**src/rtl/alu_arbiter_if.sv**
```systemverilog
// Bundle between the two ALU requesters, the arbiter, and the shared ALU.
// req is a level that is held until rsp_valid[i] is seen; rsp_valid is a one-cycle strobe.
interface alu_arbiter_if #(
    parameter int WIDTH = 32
);
    logic [1:0]       req;
    logic [WIDTH-1:0] op_a0;
    logic [WIDTH-1:0] op_b0;
    logic [2:0]       ctrl0;
    logic [WIDTH-1:0] op_a1;
    logic [WIDTH-1:0] op_b1;
    logic [2:0]       ctrl1;
    logic [1:0]       gnt;
    logic [1:0]       rsp_valid;
    logic [WIDTH-1:0] rsp_result;
    logic             rsp_zero;
    logic             rsp_err;
    logic             busy;
    logic [WIDTH-1:0] alu_a;
    logic [WIDTH-1:0] alu_b;
    logic [2:0]       alu_control;
    logic [WIDTH-1:0] alu_result;
    logic             alu_zero;
    logic [1:0]       state;

    modport master (
        output req, op_a0, op_b0, ctrl0, op_a1, op_b1, ctrl1, alu_result, alu_zero,
        input  gnt, rsp_valid, rsp_result, rsp_zero, rsp_err, busy,
               alu_a, alu_b, alu_control, state
    );

    modport slave (
        input  req, op_a0, op_b0, ctrl0, op_a1, op_b1, ctrl1, alu_result, alu_zero,
        output gnt, rsp_valid, rsp_result, rsp_zero, rsp_err, busy,
               alu_a, alu_b, alu_control, state
    );
endinterface

```
**src/rtl/alu_arbiter.sv**
```systemverilog
// Round-robin arbiter sharing one MIPS ALU between two requesters:
// grant in IDLE, capture the ALU result in EXEC, strobe the response in DONE.
module alu_arbiter #(
    parameter int WIDTH = 32
) (
    input logic         clk,
    input logic         rst,
    alu_arbiter_if.slave bus
);
    localparam logic [1:0] IDLE = 2'b00;
    localparam logic [1:0] EXEC = 2'b01;
    localparam logic [1:0] DONE = 2'b10;
    localparam logic [2:0] CTRL_ADD = 3'b010;

    logic [1:0]       state;
    logic             last;
    logic             illegal_q;
    logic             win;
    logic [WIDTH-1:0] sel_a;
    logic [WIDTH-1:0] sel_b;
    logic [2:0]       sel_ctrl;
    logic             sel_illegal;

    // With both requests present the one not served last wins.
    always_comb begin
        win = 1'b0;
        case (bus.req)
            2'b01:   win = 1'b0;
            2'b10:   win = 1'b1;
            2'b11:   win = ~last;
            default: win = 1'b0;
        endcase
        sel_a       = win ? bus.op_a1 : bus.op_a0;
        sel_b       = win ? bus.op_b1 : bus.op_b0;
        sel_ctrl    = win ? bus.ctrl1 : bus.ctrl0;
        sel_illegal = (sel_ctrl[2:1] == 2'b10);
    end

    always_ff @(posedge clk or posedge rst) begin
        if (rst) begin
            state           <= IDLE;
            last            <= 1'b1;
            illegal_q       <= 1'b0;
            bus.gnt         <= 2'b00;
            bus.rsp_valid   <= 2'b00;
            bus.rsp_result  <= '0;
            bus.rsp_zero    <= 1'b0;
            bus.rsp_err     <= 1'b0;
            bus.alu_a       <= '0;
            bus.alu_b       <= '0;
            bus.alu_control <= CTRL_ADD;
        end else begin
            case (state)
                IDLE: begin
                    if (bus.req != 2'b00) begin
                        bus.alu_a       <= sel_a;
                        bus.alu_b       <= sel_b;
                        bus.alu_control <= sel_illegal ? CTRL_ADD : sel_ctrl;
                        illegal_q       <= sel_illegal;
                        bus.gnt         <= win ? 2'b10 : 2'b01;
                        last            <= win;
                        state           <= EXEC;
                    end
                end
                EXEC: begin
                    // An illegal op still occupies the ALU slot but reports a zeroed result.
                    bus.rsp_result <= illegal_q ? '0 : bus.alu_result;
                    bus.rsp_zero   <= illegal_q ? 1'b0 : bus.alu_zero;
                    bus.rsp_err    <= illegal_q;
                    bus.rsp_valid  <= bus.gnt;
                    bus.gnt        <= 2'b00;
                    state          <= DONE;
                end
                DONE: begin
                    bus.rsp_valid <= 2'b00;
                    state         <= IDLE;
                end
                default: state <= IDLE;
            endcase
        end
    end

    assign bus.busy  = (state != IDLE);
    assign bus.state = state;
endmodule

```
**src/flat_wrapper.sv**
```systemverilog
// flat-port wrapper written by rule: the top's interface ports become plain ports
module alu_arbiter_flat 
#(
    parameter int WIDTH = 32
)
  (clk, rst, bus_req, bus_op_a0, bus_op_b0, bus_ctrl0, bus_op_a1, bus_op_b1, bus_ctrl1, bus_alu_result, bus_alu_zero, bus_gnt, bus_rsp_valid, bus_rsp_result, bus_rsp_zero, bus_rsp_err, bus_busy, bus_alu_a, bus_alu_b, bus_alu_control, bus_state);
  alu_arbiter_if #(.WIDTH(WIDTH)) bus_i ();
  input logic clk;
  input logic rst;
  input wire logic [$bits(bus_i.req)-1:0] bus_req;
  input wire logic [$bits(bus_i.op_a0)-1:0] bus_op_a0;
  input wire logic [$bits(bus_i.op_b0)-1:0] bus_op_b0;
  input wire logic [$bits(bus_i.ctrl0)-1:0] bus_ctrl0;
  input wire logic [$bits(bus_i.op_a1)-1:0] bus_op_a1;
  input wire logic [$bits(bus_i.op_b1)-1:0] bus_op_b1;
  input wire logic [$bits(bus_i.ctrl1)-1:0] bus_ctrl1;
  input wire logic [$bits(bus_i.alu_result)-1:0] bus_alu_result;
  input wire logic [$bits(bus_i.alu_zero)-1:0] bus_alu_zero;
  output wire logic [$bits(bus_i.gnt)-1:0] bus_gnt;
  output wire logic [$bits(bus_i.rsp_valid)-1:0] bus_rsp_valid;
  output wire logic [$bits(bus_i.rsp_result)-1:0] bus_rsp_result;
  output wire logic [$bits(bus_i.rsp_zero)-1:0] bus_rsp_zero;
  output wire logic [$bits(bus_i.rsp_err)-1:0] bus_rsp_err;
  output wire logic [$bits(bus_i.busy)-1:0] bus_busy;
  output wire logic [$bits(bus_i.alu_a)-1:0] bus_alu_a;
  output wire logic [$bits(bus_i.alu_b)-1:0] bus_alu_b;
  output wire logic [$bits(bus_i.alu_control)-1:0] bus_alu_control;
  output wire logic [$bits(bus_i.state)-1:0] bus_state;
  assign bus_i.req = bus_req;
  assign bus_i.op_a0 = bus_op_a0;
  assign bus_i.op_b0 = bus_op_b0;
  assign bus_i.ctrl0 = bus_ctrl0;
  assign bus_i.op_a1 = bus_op_a1;
  assign bus_i.op_b1 = bus_op_b1;
  assign bus_i.ctrl1 = bus_ctrl1;
  assign bus_i.alu_result = bus_alu_result;
  assign bus_i.alu_zero = bus_alu_zero;
  assign bus_gnt = bus_i.gnt;
  assign bus_rsp_valid = bus_i.rsp_valid;
  assign bus_rsp_result = bus_i.rsp_result;
  assign bus_rsp_zero = bus_i.rsp_zero;
  assign bus_rsp_err = bus_i.rsp_err;
  assign bus_busy = bus_i.busy;
  assign bus_alu_a = bus_i.alu_a;
  assign bus_alu_b = bus_i.alu_b;
  assign bus_alu_control = bus_i.alu_control;
  assign bus_state = bus_i.state;
  alu_arbiter #(.WIDTH(WIDTH)) u_core (.clk(clk), .rst(rst), .bus(bus_i));
endmodule
```
**config.mk**
```make
export PLATFORM = sky130hd
export DESIGN_NAME = alu_arbiter_flat
export DESIGN_NICKNAME = d
export VERILOG_FILES = /design/src/rtl/alu_arbiter_if.sv /design/src/rtl/alu_arbiter.sv /design/src/flat_wrapper.sv
export SDC_FILE = /design/constraint.sdc
export NUM_CORES = 1
export LEC_CHECK = 0
export ABC_AREA = 1
export CAP_MARGIN = 20
export CORE_MARGIN = 2
export CORE_UTILIZATION = 34
export CTS_BUF_LIST = sky130_fd_sc_hd__clkbuf_8 sky130_fd_sc_hd__clkbuf_16
export DETAILED_ROUTE_END_ITERATION = 6
export GPL_TIMING_DRIVEN = 0
export PLACE_DENSITY = 0.8
export SETUP_SLACK_MARGIN = 0.1
export SYNTH_ARGS = -nofsm -noshare
export SYNTH_HDL_FRONTEND = slang
export SYNTH_SLANG_ARGS = --single-unit
```
**constraint.sdc**
```tcl
create_clock -name clk -period 3.1 [get_ports clk]
set_input_delay 0.31 -clock clk [delete_from_list [all_inputs] [get_ports clk]]
set_output_delay 0.31 -clock clk [all_outputs]
set_load 0.05 [all_outputs]
```
==> impl_metrics.py, run 1 <==
metrics = {
    "status": {
        "status": "finished clean",
    },
    "synth": {
        "synth_area_per_cell_um2": 9.43,
        "seq_area_frac_synth_pct": 57.6,
        "synthSimpleGateAreaFrac_pct": 20.6,
        "ys.flop_type": "dfrtp_1",
        "synth_top_area_share_pct": 56.4,
        "synth_compound_area_share_pct": 15.4,
        "synthAdderAreaFrac_pct": 0.791,
        "synth_seq_cells": 109,
        "synth_top_family_by_area": "simple AND/OR/NAND/NOR gates",
        "synthMuxAreaShare_pct": 0,
        "ys_top_cells_by_count": "107 x dfrtp_1, 87 x nand2_1, 71 x nand3_1",
        "synth_top_cell_by_area": "dfrtp_1",
        "syn_area_um2": 4740,
        "synthXorXnorAreaFrac_pct": 0,
        "async_flop_share_pct": 100,
        "yosys.cell_types.count": 21,
        "synthCells": 503,
        "synth_area_leaders": "dfrtp_1 56%, a31oi_1 8.4%, nand3_1 7.5%, nand2_1 6.9%, a22o_1 6.1%",
        "syn-num-nets": 677,
        "yosysMostFrequentCell": "dfrtp_1",
        "ys_warn_count": 0,
        "synth_edf_count": 0,
    },
    "setup_path": {
        "startpoint_type": "flip-flop",
        "crit_fanout": 4,
        "r2r_cells": 7,
        "crit_type": "reg2out",
        "r2r_slack_ns": 1.30,
        "r2r_end": "u_core.bus.alu_a[6]",
        "startpoint": "u_core.bus.state[0]",
        "crit_arrival_ns": 1.99,
        "endpoint": "bus_busy",
        "cp-end-kind": "primary output",
        "cp_data_required_time_ns": 2.79,
        "r2r_start": "u_core.bus.state[0]",
    },
    "power_and_ir_drop": {
        "switching_share_pct": 49.7,
        "combPwrFrac_pct": 60.9,
        "p_total_mw": 9.71,
        "p_per_area_nw_per_um2": 1200,
        "internal_power_mw": 4.89,
        "p_switching_mw": 4.82,
        "p_leak_nw": 3.45,
        "p_seq_share_pct": 25.8,
        "ir_drop_mv": 0.504,
        "clockPowerShare_pct": 13.2,
    },
    "cts": {
        "htreeDepth": 3,
        "cts_tree": "done",
        "cts_buffers": 9,
        "clk_pin_slew_worst_paths_ns": 0.07,
        "clkSinkCount": 109,
        "holdBufCountCts": 0,
        "cts_root_buf": "clkbuf_16",
        "cts_resized": 0,
        "cts_buffer_depth": 2,
        "clock_latency_ns": 0.35,
        "post_cts_buffers": 0,
    },
    "timing": {
        "worst_pin_slew_ns": 0.766,
        "slew_headroom_pct": 48.9,
        "post-route-min-period_ns": 2.30,
        "rsz0062_at_grt": "no",
        "setup_viol": 0,
        "fin_skew_ns": 0.00583,
        "tns_ns": 0,
        "setup_ws_ns": 0.804,
        "fin_crit_sh_pct": 74.1,
        "fmax_mhz": 436,
        "maxSlewViolCount": 0,
        "final-hold-violation-count": 0,
    },
    "global_routing": {
        "antenna_found_initial": 0,
        "gr-usage-all-layers_pct": 22.1,
        "grt_pass1_vias": 4905,
        "grt_remaining_overflow": 0,
        "grt_pass1_wl_um": 25200,
        "grt_max_degree": 43,
    },
    "finish": {
        "diodes": 0,
        "fillerInstances": 1227,
        "final_cells": 978,
        "drive_above_1_share_pct": 7.89,
        "area_growth_pct": 71.1,
        "fin_nets": 967,
    },
    "route": {
        "drtAntennaViolNets": 0,
        "drtPass1Iterations": 5,
        "viasPerCell": 4.97,
        "vias": 4865,
        "wirelength_um": 16600,
        "drc_errors": 0,
        "drtIter0Drc": 237,
        "wl_per_cell_um": 17.0,
    },
    "floorplanning": {
        "initial_core_util_pct": 34.4,
        "io_pins": 279,
        "die_area_um2": 14900,
        "core_area_um2": 13800,
        "die_w_um": 122,
        "dieHeight_um": 122,
        "num_rows": 43,
    },
    "hold_path": {
        "min_path_type": "in2reg",
    },
    "job": {
        "maxCapViolations": 0,
    },
    "placement": {
        "place_congestion": 0.817,
        "dp_cells": 962,
        "pre_cts_slack_ns": 1.14,
        "hpwl_um": 12600,
        "io_buffers": 277,
    },
}
[stage by stage]
stage	hold WS, ns	instance area [um2]	utilization, %
floorplan	0.443	4750	-
global placement	0.468	7740	56.2
detailed placement	0.484	7780	56.5
CTS	0.330	8120	58.9
global route	0.368	8120	58.9
finish	0.330	8120	58.9
[cell usage in the layout, fill, tap and decap left out, types with 3 or more instances in the layout]
cell / count
a22o_1: 33
a31oi_1: 64
buf_2: 31
clkbuf_1: 6
clkbuf_16: 9
clkdlybuf4s50_1: 277
dfrtp_1: 107
ha_1: 3
inv_1: 9
inv_2: 3
nand2_1: 87
nand3_1: 71
nor2_1: 69
o21ai_0: 6
[cells by family (layout without fill, tap and decap cells)]
kind of cell / count (synthesis) / in the layout
compound gates: 105 / 105
buf+inv: 55 / 350
simple gates: 231 / 231
fa+ha+maj: 3 / 3
flops: 109 / 109
[critical path, stage by stage, from the launching register on]
cell and delay (ns):
dfrtp_1 0.38, inv_1 0.09, ha_1 0.23, inv_2 0.10
clkdlybuf4s50_1 0.83
[state kept, by name, summed over array words and instances, names as in the netlist]
register / cells
u_core.bus.alu_a: 32
u_core.bus.alu_b: 32
u_core.bus.rsp_result: 32
u_core.bus.alu_control: 3
u_core.bus.gnt: 2
u_core.bus.rsp_valid: 2
u_core.bus.state: 2
u_core.bus.rsp_err: 1
u_core.bus.rsp_zero: 1
u_core.illegal_q: 1
u_core.last: 1
[layer usage]
layer / track usage [%] / vias to the layer above / wire length (um)
li1: - / 2329 / -
met1: 26.7 / 2285 / 6740
met2: 37.6 / 222 / 8140
met3: 5.81 / 29 / 1310
met4: 8.91 / 0 / 433
met5: 0 / - / 0
[power by group through the flow]
stage	sequential, mW	combinational, mW	clock, mW
after floorplan	4.84	1.49	0
after global placement	2.50	5.89	0
after detailed placement	2.54	5.95	0
after CTS	2.51	5.97	1.31
after global routing	2.59	6.25	1.36
final	2.51	5.91	1.29
[worst min-delay path by stage]
stage | slack, ns | startpoint | end | cells after the start
2_1_floorplan | 0.44 | bus_alu_result[11] | u_core.bus.rsp_result[11] | 1
3_3_place_gp | 0.47 | u_core.bus.alu_control[0] | u_core.bus.alu_control[0] | 2
3_5_place_dp | 0.48 | u_core.last | u_core.last | 2
4_1_cts | 0.33 | bus_req[1] | u_core.bus.state[0] | 3
5_1_grt | 0.37 | bus_req[1] | u_core.bus.state[0] | 3
6_report | 0.33 | bus_req[1] | u_core.bus.state[0] | 3
[final cells by class]
| class | count | area (um2) | share of cell area, % |
|---|---|---|---|
| Buffer | 42 | 219 | 2.70 |
| Clock buffer | 10 | 239 | 2.94 |
| Clock inverter | 6 | 93.8 | 1.16 |
| Inverter | 13 | 52.6 | 0.647 |
| Multi-Input combinational cell | 339 | 1750 | 21.5 |
| Sequential cell | 109 | 2730 | 33.6 |
| Tap cell | 180 | 225 | 2.77 |
| Timing Repair Buffer | 279 | 2810 | 34.6 |
(Power assumes the default switching activity.)
==> run 2: changes to the inputs <==
--- a/config.mk
+++ b/config.mk
@@ -8,11 +8,11 @@
 export ABC_AREA = 1
 export CAP_MARGIN = 20
 export CORE_MARGIN = 2
-export CORE_UTILIZATION = 34
+export CORE_UTILIZATION = 36
 export CTS_BUF_LIST = sky130_fd_sc_hd__clkbuf_8 sky130_fd_sc_hd__clkbuf_16
 export DETAILED_ROUTE_END_ITERATION = 6
 export GPL_TIMING_DRIVEN = 0
-export PLACE_DENSITY = 0.8
+export PLACE_DENSITY = 0.81
 export SETUP_SLACK_MARGIN = 0.1
 export SYNTH_ARGS = -nofsm -noshare
 export SYNTH_HDL_FRONTEND = slang
==> constraint.sdc (replaced) <==
create_clock -name clk -period 2.2 [get_ports clk]
set_input_delay 0.22 -clock clk [delete_from_list [all_inputs] [get_ports clk]]
set_output_delay 0.22 -clock clk [all_outputs]
set_load 0.05 [all_outputs]
==> run 2 against run 1 <==
Against the previous run: global-route usage increased by 2.5 points; sequential share of layout area rose by 0.36 points; non-clock buffer count is the same; setup slack worse by 0.54 ns; final area fell by 1.0%; wire length grew 5.6%; utilization increased by 4.2 points; combinational power rose by 42%; register-to-register slack worse by 0.90 ns; die area decreased by 5.4%; critical path type unchanged; highest routed layer unchanged.
==> impl_metrics.py, run 2 (synthesis gave the netlist of run 1 again) <==
metrics = {
    "setup_path": {
        "startpoint_type": "flip-flop",
        "cp_data_required_time_ns": 1.98,
        "r2r_slack_ns": 0.40,
        "crit_type": "reg2out",
        "slowest_stage": "clkdlybuf4s50_1",
        "crit_fanout": 2,
        "crit_arrival_ns": 1.71,
        "slowest_delay_ns": 0.84,
        "cp-end-kind": "primary output",
        "r2r_cells": 8,
        "r2r_end": "u_core.bus.gnt[0]",
        "cp_top_family": "buffers and inverters",
        "critical_path_buf_inv_count": 1,
        "path_cells": "clkdlybuf4s50_1",
        "r2r_start": "u_core.bus.state[0]",
    },
    "cts": {
        "clock_latency_ns": 0.34,
        "post_cts_buffers": 0,
        "clk_pin_slew_worst_paths_ns": 0.07,
        "cts_tree": "done",
        "clkSinkCount": 109,
        "cts_buffer_depth": 2,
        "htreeDepth": 3,
        "cts_root_buf": "clkbuf_16",
        "cts_buffers": 9,
    },
    "timing": {
        "maxSlewViolCount": 0,
        "worst_pin_slew_ns": 0.594,
        "post-route-min-period_ns": 1.93,
        "fin_skew_ns": 0.00710,
        "fin_crit_sh_pct": 87.9,
        "fmax_mhz": 517,
        "slew_headroom_pct": 60.4,
        "final-hold-violation-count": 0,
        "rsz0062_at_grt": "no",
        "setup_viol": 0,
    },
    "power_and_ir_drop": {
        "internal_power_mw": 6.60,
        "clockPowerShare_pct": 11.0,
        "p_leak_nw": 3.42,
        "p_switching_mw": 6.84,
        "ir_drop_mv": 0.852,
        "switching_share_pct": 50.9,
        "p_total_mw": 13.4,
        "combPwrFrac_pct": 62.4,
        "p_seq_share_pct": 26.6,
        "p_per_area_nw_per_um2": 1670,
    },
    "route": {
        "drtAntennaViolNets": 0,
        "drtPass1Iterations": 4,
        "viasPerCell": 5.20,
        "wirelength_um": 17600,
        "drc_errors": 0,
        "vias": 5041,
        "drtIter0Drc": 243,
        "wl_per_cell_um": 18.1,
    },
    "job": {
        "maxCapViolations": 0,
    },
    "finish": {
        "fillerInstances": 1076,
        "final_cells": 969,
        "drive_above_1_share_pct": 7.53,
        "multiInputGateArea_um2": 1750,
        "regArea_um2": 2730,
        "fin_nets": 967,
        "diodes": 0,
        "final_area_um2": 8030,
        "reg.largest.list": "u_core.bus.alu_a x32, u_core.bus.alu_b x32, u_core.bus.rsp_result x32",
        "final_common_cell": "clkdlybuf4s50_1",
        "final_cell_mix": "276 x clkdlybuf4s50_1, 107 x dfrtp_1, 87 x nand2_1",
        "area_growth_pct": 69.3,
    },
    "floorplanning": {
        "die_area_um2": 14100,
        "initial_core_util_pct": 37.3,
        "num_rows": 41,
        "core_area_um2": 12700,
        "die_w_um": 119,
        "dieHeight_um": 119,
        "io_pins": 279,
    },
    "hold_path": {
        "whs_path_depth": 3,
        "min_path_type": "in2reg",
        "hp-start": "bus_req[1]",
        "holdPathEnd": "u_core.bus.state[0]",
    },
    "global_routing": {
        "gr-usage-all-layers_pct": 24.6,
        "grt_max_degree": 45,
        "antenna_found_initial": 0,
        "grt_remaining_overflow": 0,
        "grt_pass1_wl_um": 27500,
        "grt_pass1_vias": 5213,
    },
    "placement": {
        "hpwl_um": 13600,
        "io_buffers": 277,
        "placed_area_um2": 7770,
        "place_congestion": 0.876,
        "dp_cells": 954,
    },
    "status": {
        "status": "finished clean",
    },
}
## run 2: final cells by class
cell class	count	share of cell area, %
repair buffers	279	35.0
flip-flops and latches	109	34.0
multi-input cells	339	21.7
inverters	13	0.654
clock inverters	6	0.421
clock buffers	9	2.80
plain buffers	42	2.73
well taps	172	2.68
## run 2: routing by layer
| layer | up-vias | part of all wire (%) | track usage (%) |
|---|---|---|---|
| met4 | 0 | 3.1 | 10.6 |
| met3 | 32 | 8.1 | 6.37 |
| li1 | 2333 | - | - |
| met2 | 243 | 49 | 41.7 |
| met1 | 2433 | 40 | 29.6 |
| met5 | - | 0 | 0 |
## run 2: worst max-delay path by stage
| stage | start | endpoint | slack (ns) | depth (start not counted) |
|---|---|---|---|---|
| 2_1_floorplan | u_core.bus.state[0] | u_core.illegal_q | 0.32 | 8 |
| 3_3_place_gp | rst | u_core.bus.alu_a[13] | -0.36 | 2 |
| 3_5_place_dp | u_core.bus.state[0] | bus_busy | 0.37 | 4 |
| 4_1_cts | u_core.bus.state[0] | bus_busy | 0.26 | 4 |
| 5_1_grt | u_core.bus.state[1] | bus_busy | 0.21 | 4 |
| 6_report | u_core.bus.alu_control[1] | bus_alu_control[1] | 0.27 | 1 |
## run 2: worst register-to-register path, delay by kind of cell (launching register included)
family	cells	cell delay, ns
simple gates	3	0.47
fa+ha+maj	1	0.21
flops	1	0.41
buf+inv	4	0.67
## run 2: power by group through the flow
stage	clock, mW	combinational [mW]	sequential (mW)
floorplan	0	2.10	6.82
global placement	0	8.27	3.55
detailed placement	0	8.42	3.59
CTS	1.50	8.43	3.57
global route	1.58	8.84	3.68
finish	1.48	8.39	3.57
## run 2: per-stage QoR
step                      utilization (%)  setup WS [ns]  setup TNS, ns  hold WS (ns)
after floorplan                         -          0.318              0         0.353
after global placement               60.8         -0.363         -38.10         0.470
after detailed placement             61.1          0.366              0         0.468
after CTS                            63.1          0.262              0         0.241
after global routing                 63.1          0.206              0         0.267
final                                63.1          0.265              0         0.246
## run 2: timing repair
item / CTS / global route
hold buffers: 0 / 0
resized for setup: 1 / 0
endpoints found under the setup margin: 1 / 0
